<file path="src/rtl/alu_pkg.sv">
// Shared definitions for the ALU and its serial front end: default widths,
// the opcode map and the sequencer state encoding.
package alu_pkg;

  localparam int NB_DATA_DEF = 6;
  localparam int NB_OP_DEF   = 6;

  localparam logic [5:0] OP_ADD = 6'b100000;
  localparam logic [5:0] OP_SUB = 6'b100010;
  localparam logic [5:0] OP_AND = 6'b100100;
  localparam logic [5:0] OP_OR  = 6'b100101;
  localparam logic [5:0] OP_XOR = 6'b100110;
  localparam logic [5:0] OP_NOR = 6'b100111;
  localparam logic [5:0] OP_SRA = 6'b000011;
  localparam logic [5:0] OP_SRL = 6'b000010;

  typedef enum logic [2:0] {
    ST_WAIT_A,
    ST_WAIT_B,
    ST_WAIT_OP,
    ST_EXEC,
    ST_SEND
  } state_t;

endpackage

</file>
<file path="src/rtl/alu_op_check.sv">
// Combinational opcode-valid decoder; flags whether an opcode is one the ALU
// implements. Also used by the ALU to route unknown opcodes to its default.
module alu_op_check
  import alu_pkg::*;
#(
  parameter int NB_OP = NB_OP_DEF
) (
  input  logic [NB_OP-1:0] i_op,
  output logic             o_valid
);

  always_comb begin
    o_valid = 1'b0;
    case (i_op)
      NB_OP'(OP_ADD), NB_OP'(OP_SUB), NB_OP'(OP_AND), NB_OP'(OP_OR),
      NB_OP'(OP_XOR), NB_OP'(OP_NOR), NB_OP'(OP_SRA), NB_OP'(OP_SRL):
        o_valid = 1'b1;
      default:
        o_valid = 1'b0;
    endcase
  end

endmodule

</file>
<file path="src/rtl/alu_interface.sv">
// Collects A, B and opcode words from the receiver, presents them to the ALU,
// waits the ALU latency, then hands the latched result to the transmitter.
module alu_interface
  import alu_pkg::*;
#(
  parameter int NB_DATA = NB_DATA_DEF,
  parameter int NB_OP   = NB_OP_DEF,
  parameter int ALU_LAT = 1,
  parameter int TIMEOUT = 1024
) (
  input  logic               clock,
  input  logic               reset,
  input  logic [NB_DATA-1:0] i_rx_data,
  input  logic               i_rx_valid,
  output logic [NB_DATA-1:0] o_A,
  output logic [NB_DATA-1:0] o_B,
  output logic [NB_OP-1:0]   o_OP,
  input  logic [NB_DATA-1:0] i_alu_result,
  output logic [NB_DATA-1:0] o_tx_data,
  output logic               o_tx_start,
  input  logic               i_tx_busy,
  output logic               o_error,
  output logic               o_overrun
);

  localparam int LAT_W = (ALU_LAT > 1) ? $clog2(ALU_LAT) : 1;
  localparam int TO_W  = (TIMEOUT > 1) ? $clog2(TIMEOUT) : 1;
  localparam bit TO_EN = (TIMEOUT > 0);
  localparam logic [LAT_W-1:0] LAT_LAST = LAT_W'(ALU_LAT - 1);
  localparam logic [TO_W-1:0]  TO_LAST  = TO_W'((TIMEOUT > 0) ? TIMEOUT - 1 : 0);

  state_t             r_state;
  logic [NB_DATA-1:0] r_A;
  logic [NB_DATA-1:0] r_B;
  logic [NB_OP-1:0]   r_OP;
  logic [NB_DATA-1:0] r_txData;
  logic               r_error;
  logic               r_overrun;
  logic [LAT_W-1:0]   r_latCnt;
  logic [TO_W-1:0]    r_toCnt;

  logic w_opValid;
  logic w_waitWord;
  logic w_timeout;
  logic w_sendGo;

  alu_op_check #(
    .NB_OP(NB_OP)
  ) u_op_check (
    .i_op   (i_rx_data[NB_OP-1:0]),
    .o_valid(w_opValid)
  );

  // The timeout counter holds the number of idle cycles already spent waiting,
  // so the cycle in which it equals TIMEOUT-1 is the last allowed one.
  assign w_waitWord = (r_state == ST_WAIT_B) || (r_state == ST_WAIT_OP);
  assign w_timeout  = TO_EN && w_waitWord && (r_toCnt == TO_LAST);
  assign w_sendGo   = (r_state == ST_SEND) && !i_tx_busy;

  // Start fires in the same cycle the transmitter is seen idle; gated by reset
  // so an aborted transaction never reaches the transmitter.
  assign o_tx_start = w_sendGo && !reset;

  assign o_A       = r_A;
  assign o_B       = r_B;
  assign o_OP      = r_OP;
  assign o_tx_data = r_txData;
  assign o_error   = r_error;
  assign o_overrun = r_overrun;

  always_ff @(posedge clock) begin
    if (reset) begin
      r_state   <= ST_WAIT_A;
      r_A       <= '0;
      r_B       <= '0;
      r_OP      <= '0;
      r_txData  <= '0;
      r_error   <= 1'b0;
      r_overrun <= 1'b0;
      r_latCnt  <= '0;
      r_toCnt   <= '0;
    end else begin
      r_error   <= 1'b0;
      r_overrun <= 1'b0;
      // An expiring timeout takes priority over a word arriving in that cycle.
      if (w_timeout) begin
        r_error <= 1'b1;
        r_toCnt <= '0;
        r_state <= ST_WAIT_A;
      end else begin
        case (r_state)
          ST_WAIT_A: begin
            if (i_rx_valid) begin
              r_A     <= i_rx_data;
              r_toCnt <= '0;
              r_state <= ST_WAIT_B;
            end
          end
          ST_WAIT_B: begin
            if (i_rx_valid) begin
              r_B     <= i_rx_data;
              r_toCnt <= '0;
              r_state <= ST_WAIT_OP;
            end else if (TO_EN) begin
              r_toCnt <= r_toCnt + 1'b1;
            end
          end
          ST_WAIT_OP: begin
            if (i_rx_valid) begin
              r_toCnt <= '0;
              if (w_opValid) begin
                r_OP     <= i_rx_data[NB_OP-1:0];
                r_latCnt <= LAT_LAST;
                r_state  <= ST_EXEC;
              end else begin
                r_error <= 1'b1;
                r_state <= ST_WAIT_A;
              end
            end else if (TO_EN) begin
              r_toCnt <= r_toCnt + 1'b1;
            end
          end
          ST_EXEC: begin
            r_overrun <= i_rx_valid;
            if (r_latCnt == '0) begin
              r_txData <= i_alu_result;
              r_state  <= ST_SEND;
            end else begin
              r_latCnt <= r_latCnt - 1'b1;
            end
          end
          ST_SEND: begin
            r_overrun <= i_rx_valid;
            if (w_sendGo) begin
              r_state <= ST_WAIT_A;
            end
          end
          default: begin
            r_state <= ST_WAIT_A;
          end
        endcase
      end
    end
  end

endmodule

</file>
<file path="config.mk">
export PLATFORM = sky130hd
export DESIGN_NAME = alu_interface
export DESIGN_NICKNAME = d
export VERILOG_FILES = /design/src/rtl/alu_pkg.sv /design/src/rtl/alu_op_check.sv /design/src/rtl/alu_interface.sv
export SDC_FILE = /design/constraint.sdc
export NUM_CORES = 1
export LEC_CHECK = 0
export BUFFER_PORTS_ARGS = -buffer_cell sky130_fd_sc_hd__buf_2
export CAP_MARGIN = 15
export CORE_AREA = 4 4 80 64
export CTS_BUF_LIST = sky130_fd_sc_hd__clkbuf_4 sky130_fd_sc_hd__clkbuf_8
export DETAILED_ROUTE_END_ITERATION = 10
export DIE_AREA = 0 0 84 68
export SLEW_MARGIN = 40
export SYNTH_ARGS = -nofsm -noshare
export SYNTH_HDL_FRONTEND = slang
export SYNTH_SLANG_ARGS = --single-unit
export TNS_END_PERCENT = 10
</file>
<file path="constraint.sdc">
create_clock -name clock -period 1.6 [get_ports clock]
set_input_delay 0.08 -clock clock [delete_from_list [all_inputs] [get_ports clock]]
set_output_delay 0.08 -clock clock [all_outputs]
set_load 0.1 [all_outputs]
</file>
; Word-level counts from Yosys, hierarchy flattened
; Index checks and enable logic that the tools add are counted.
[classes]
add_sub_neg = 2
n_eq_ne = 19
n_mux = 19
bitwise = 3
reduce_logical = 21
[ops]
columns = cell, count
row1 = $eq A6 B6 Y1 const B, 6
row2 = $mux W10, 2
row3 = $pmux W10 S2, 1
row4 = $mux W3, 5
row5 = $pmux W3 S5, 1
row6 = $eq A6 B2 Y1 const B, 2
row7 = $add A10 B1 Y10 const B, 1
row8 = $eq A10 B10 Y1 const B, 1
row9 = $ne A2 B2 Y1 const B, 5
row10 = $reduce_and A3 Y1, 3
row11 = $mux W1, 8
row12 = $reduce_and A4 Y1, 2
row13 = $reduce_or A8 Y1, 1
row14 = $eq A3 B2 Y1 const B, 2
row15 = $reduce_or A2 Y1, 3
row16 = $reduce_and A5 Y1, 1
row17 = $reduce_bool A2 Y1, 2
row18 = $eq A3 B1 Y1 const B, 1
row19 = $eq A3 B3 Y1 const B, 1
row20 = $logic_and A1 B1 Y1, 3
row21 = $logic_not A3 Y1, 1
row22 = $not A1 Y1, 3
row23 = $reduce_or A3 Y1, 1
row24 = $logic_not A1 Y1, 2
row25 = other kinds (6), 6
[word_totals]
ff_bits = 40
input_bits = 16
out_inout_bits = 27
elab_cells = 73

; Logic depth before layout (Yosys ltp)
[depth]
depth_word = 7
ltp_mapped = 7
depth_no_buf = 6

; Cells and area by module
; From an unflattened synthesis, not the netlist that was laid out.
[hier_totals]
cells_unflattened = 191
area_unflattened_um2 = 1711.6
[by_module_without_submodules]
columns = module, instances, cells_each, area_each_um2, seq_area_each_um2
row1 = alu_interface, 1, 187, 1689.1, 780.7
row2 = alu_op_check, 1, 4, 22.5, 0.0

; Worst setup path after synthesis
; Ideal clock, no wire load.
[synth_timing]
path_type = register to output
startpoint = register r_state[0]
endpoint = output o_tx_start
t_arrival_ns = 2.742
required_time_ns = 1.520
path_slack_ns = -1.222
stages_incl_launch_ff = 5
path_buffers = 1
path_cell_list = dfxtp_1 -> buf_4 -> nor2_1 -> nand2_1 -> nor3_1
[synth_via]
elab_chain_len = 3
[synth_rtl]
columns = item, line
row1 = from (decl), alu_interface.sv:32  ; state_t r_state;
row2 = from (signal assigned), alu_interface.sv:73  ; r_state <= ST_WAIT_A;
row3 = from (signal assigned), alu_interface.sv:89  ; r_state <= ST_WAIT_A;
row4 = from (signal assigned), alu_interface.sv:96  ; r_state <= ST_WAIT_B;
row5 = $eq A3 B3 Y1, alu_interface.sv:58  ; assign w_sendGo = (r_state == ST_SEND) && !i_tx_busy;
row6 = $logic_and A1 B1 Y1, alu_interface.sv:58
row7 = $logic_and A1 B1 Y1, alu_interface.sv:62  ; assign o_tx_start = w_sendGo && !reset;
row8 = to (decl), alu_interface.sv:20  ; output logic o_tx_start,
; No other way between the ends.

; Final worst setup path
[layout_timing]
startpoint = register r_state[0]
endpoint = register r_OP[5], in the netlist o_OP[5]
[layout_via]
elab_chain_len = 5
word_cells_on_any_way = 6
classes_between = 2 x eq/ne / 1 x bitwise / 3 x reduce/logical
[layout_rtl]
columns = item, line
row1 = $eq A3 B1 Y1 or $eq A3 B2 Y1 (tied branches), "alu_interface.sv:56, alu_interface.sv:91"
row2 = $logic_or A1 B1 Y1, alu_interface.sv:56  ; assign w_waitWord = (r_state == ST_WAIT_B) || (r_state == ST_WAIT_OP);
row3 = $logic_and A1 B1 Y1, alu_interface.sv:57  ; assign w_timeout = TO_EN && w_waitWord && (r_toCnt == TO_LAST);
row4 = $not A1 Y1 (no source line), --
row5 = $reduce_and A4 Y1 (no source line) (*), --
row6 = to (signal assigned), alu_interface.sv:112  ; r_OP <= i_rx_data[NB_OP-1:0];
row7 = to (decl), alu_interface.sv:35  ; logic [NB_OP-1:0] r_OP;
; Mark *: on every way between the ends. The rest lies on a longest branch, timed or not.
; A chain may end at the register's enable or synchronous reset.

==> flow_summary.ini <==
[clock_network]
numCtsBuffers = 5
hold_buffers = 0
cts_buffer_depth = 2
clk_pin_slew_ns = 0.07
cts_root_buffer = clkbuf_8
postCtsSetupBuffers = 0
cts_tree = yes
clock_sinks = 39
clk_latency_ns = 0.28
cts_max_level = 2

[setup_path]
r2r_slack_ns = -0.08
worstPathRequired_ns = 1.77
path_class = register to register
endpoint_kind = register
crit_fanout = 8
start_kind = register
crit_arrival_ns = 1.85

[sta]
hold-worst-slack_ns = 0.0335
relSlewSlack_pct = 67.4
fmax_mhz = 597
worstMarginPinSlew_ns = 0.492
finalCritPeriodShare_pct = 105
hold_viol_final = 0
fin_crit_ns = 1.68
finalWorstSetupSlack_ns = -0.0752
finalMaxSlewViolations = 0
rsz0062_at_grt = true
setup_viol_count_final = 8
skew_ns = 0.00435

[placed_design]
place_congestion = 0.822
dp_hpwl_um = 2920
numPortBuffers = 42

[floorplanning]
rows = 21
dieArea_um2 = 5710
die_w_um = 84
die_h_um = 68
start_util_pct = 39.1
ios = 43
core_area_um2 = 4310

[synthesis]
yosys.area.top_type_share_pct = 46.3
syn_area_um2 = 1690
synth-compound-area-share_pct = 9.72
synth_top_family_by_area = simple AND/OR/NAND/NOR gates
synthMuxAreaShare_pct = 9.50
synth_warnings = 0
ys_types = 41
syn_area_per_cell_um2 = 9.12
yosysTopAreaCell = dfxtp_1
seq_area_frac_synth_pct = 46.3
ys_ff_latch = 39
yosys.area_share.xor_xnor_pct = 2.60
syn_inst = 185
syn-num-nets = 202
synthSimpleGateAreaFrac_pct = 27.7
synthAdderAreaFrac_pct = 0.742
synth_area_leaders = dfxtp_1 (46%), mux2i_1 (9.5%), nor2_1 (7.6%)

[cells_and_area]
antenna_cells = 0
nets = 271
drive_gt1_share_pct = 41.7
mostFrequentLayoutCell = buf_2
utilization_pct = 53.6
layout_common_cells = buf_2 (41), dfxtp_1 (34), nor2_1 (31)
area_delta_synth_final_pct = 37.0

[outcome]
run_status = complete, but fails checks
violations = negative setup slack

[detailed_routing]
vias = 1476
drt_iter0_drc = 75
via_per_inst = 4.75
drt_first_pass_iters = 4
antenna_left = 0
routed_wl_um = 3860
wire_per_inst_um = 12.4
drc = 0

[power]
p_leak_nw = 1.00
clockPowerShare_pct = 31.9
p_sw_uw = 580
p_int_mw = 1.46
combPwrFrac_pct = 18.4
pwr_density_cell_nw_per_um2 = 881
seqPwrFrac_pct = 49.7
swShare_pct = 28.5
irDropWorstVdd_uv = 598

[global_route]
grt_overflow = 0
grt_max_degree = 23
grt_usage_pct = 14.2
antenna_found_initial = 0
grt_pass1_wl_um = 6420
grt_pass1_vias = 1406

[run]
drv_cap = 0

[hold_path]
min_path_type = input pin to register
through the flow:
step / instances / setup slack (ns) / instance area (um^2) / power, mW / TNS (ns)
floorplan: 185 / -0.116 / 1700 / 1.29 / -1.25
global placement: 304 / -0.113 / 2170 / 1.40 / -1.01
detailed placement: 304 / -0.152 / 2170 / 1.40 / -1.31
CTS: 311 / -0.0680 / 2270 / 2.06 / -0.400
global route: 311 / -0.187 / 2310 / 2.14 / -1.26
finish: 311 / -0.0752 / 2310 / 2.04 / -0.328
power groups by stage:
stage                     registers [mW]  logic (mW)  clock network (mW)
final                               1.01       0.374               0.650
after global routing                1.01       0.401               0.720
after CTS                           1.01       0.371               0.673
after detailed placement            1.03       0.368                   0
after global placement              1.03       0.367                   0
after floorplan                     1.16       0.123                   0
area by class of cell:
class,instances,area (um^2)
Clock inverter,1,5.00
Fill cell,429,2000
Sequential cell,39,792
Timing Repair Buffer,70,452
Inverter,2,7.51
Clock buffer,6,82.6
Tap cell,57,71.3
Multi-Input combinational cell,136,901
repair_timing:
action | CTS | global route
setup endpoints to repair | 19 | 22
resized for setup | 6 | 14
pin swaps | 3 | 4
worst max-delay path, cell delays in order (launching register included):
cell and delay [ns]:
dfxtp_4 0.37, nand2b_4 0.14, or4_4 0.49, nor3_4 0.28, mux2i_1 0.23, nor2_1 0.05
layer usage:
| layer | part of all wire, % | GRT usage [%] | wire (um) | vias to the layer above |
|---|---|---|---|---|
| met1 | 53 | 19.6 | 2040 | 665 |
| li1 | - | - | - | 772 |
| met2 | 40 | 20.7 | 1550 | 32 |
| met4 | 1.4 | 5.82 | 54 | 0 |
| met5 | 0 | 0 | 0 | - |
| met3 | 5.7 | 4.57 | 218 | 7 |
logic make-up after synthesis:
group                    Yosys count
multiplexers                      16
flip-flops                        39
AO/OA/AOI/OAI                     26
adder cells (fa/ha/maj)            1
XOR/XNOR                           5
AND/OR/NAND/NOR                   88
buffers and inverters             10
registers in the layout, summed over array words and instances, names as in the netlist:
name / cells
r_toCnt: 10
o_A: 6
o_B: 6
o_OP: 6
o_tx_data: 6
r_state: 3
o_error: 1
o_overrun: 1
final timing paths:
| check | from | to | cells past startpoint |
|---|---|---|---|
| setup / recovery | r_state[0]$_SDFFE_PP0P_ | o_OP[5]$_SDFFE_PP0P_ | 5 |
| hold / removal | i_alu_result[0] | o_tx_data[0]$_SDFFE_PP0P_ | 3 |
| setup reg to reg | r_state[0]$_SDFFE_PP0P_ | o_OP[5]$_SDFFE_PP0P_ | 5 |
| hold reg to reg | o_tx_data[0]$_SDFFE_PP0P_ | o_tx_data[0]$_SDFFE_PP0P_ | 2 |
cell usage after synthesis (all sizes together):
library cell  count
xnor2             5
a211o             1
o21ai             2
mux2i            16
inv               2
a211oi            3
or2b              1
nor3b             2
nand3             4
buf               4
dfxtp            39
a22oi             2
a21o              2
nor2             35
a31o              1
nand4b            2
nor4              2
or2               3
and2              1
clkbuf            4
a21boi            1
nand2b            5
a21oi            13
nand2            19
or4               3
nor3              6
nand3b            1
ha                1
or4b              1
o22ai             1
or3               2
and2b             1
(Power assumes the default switching activity.)
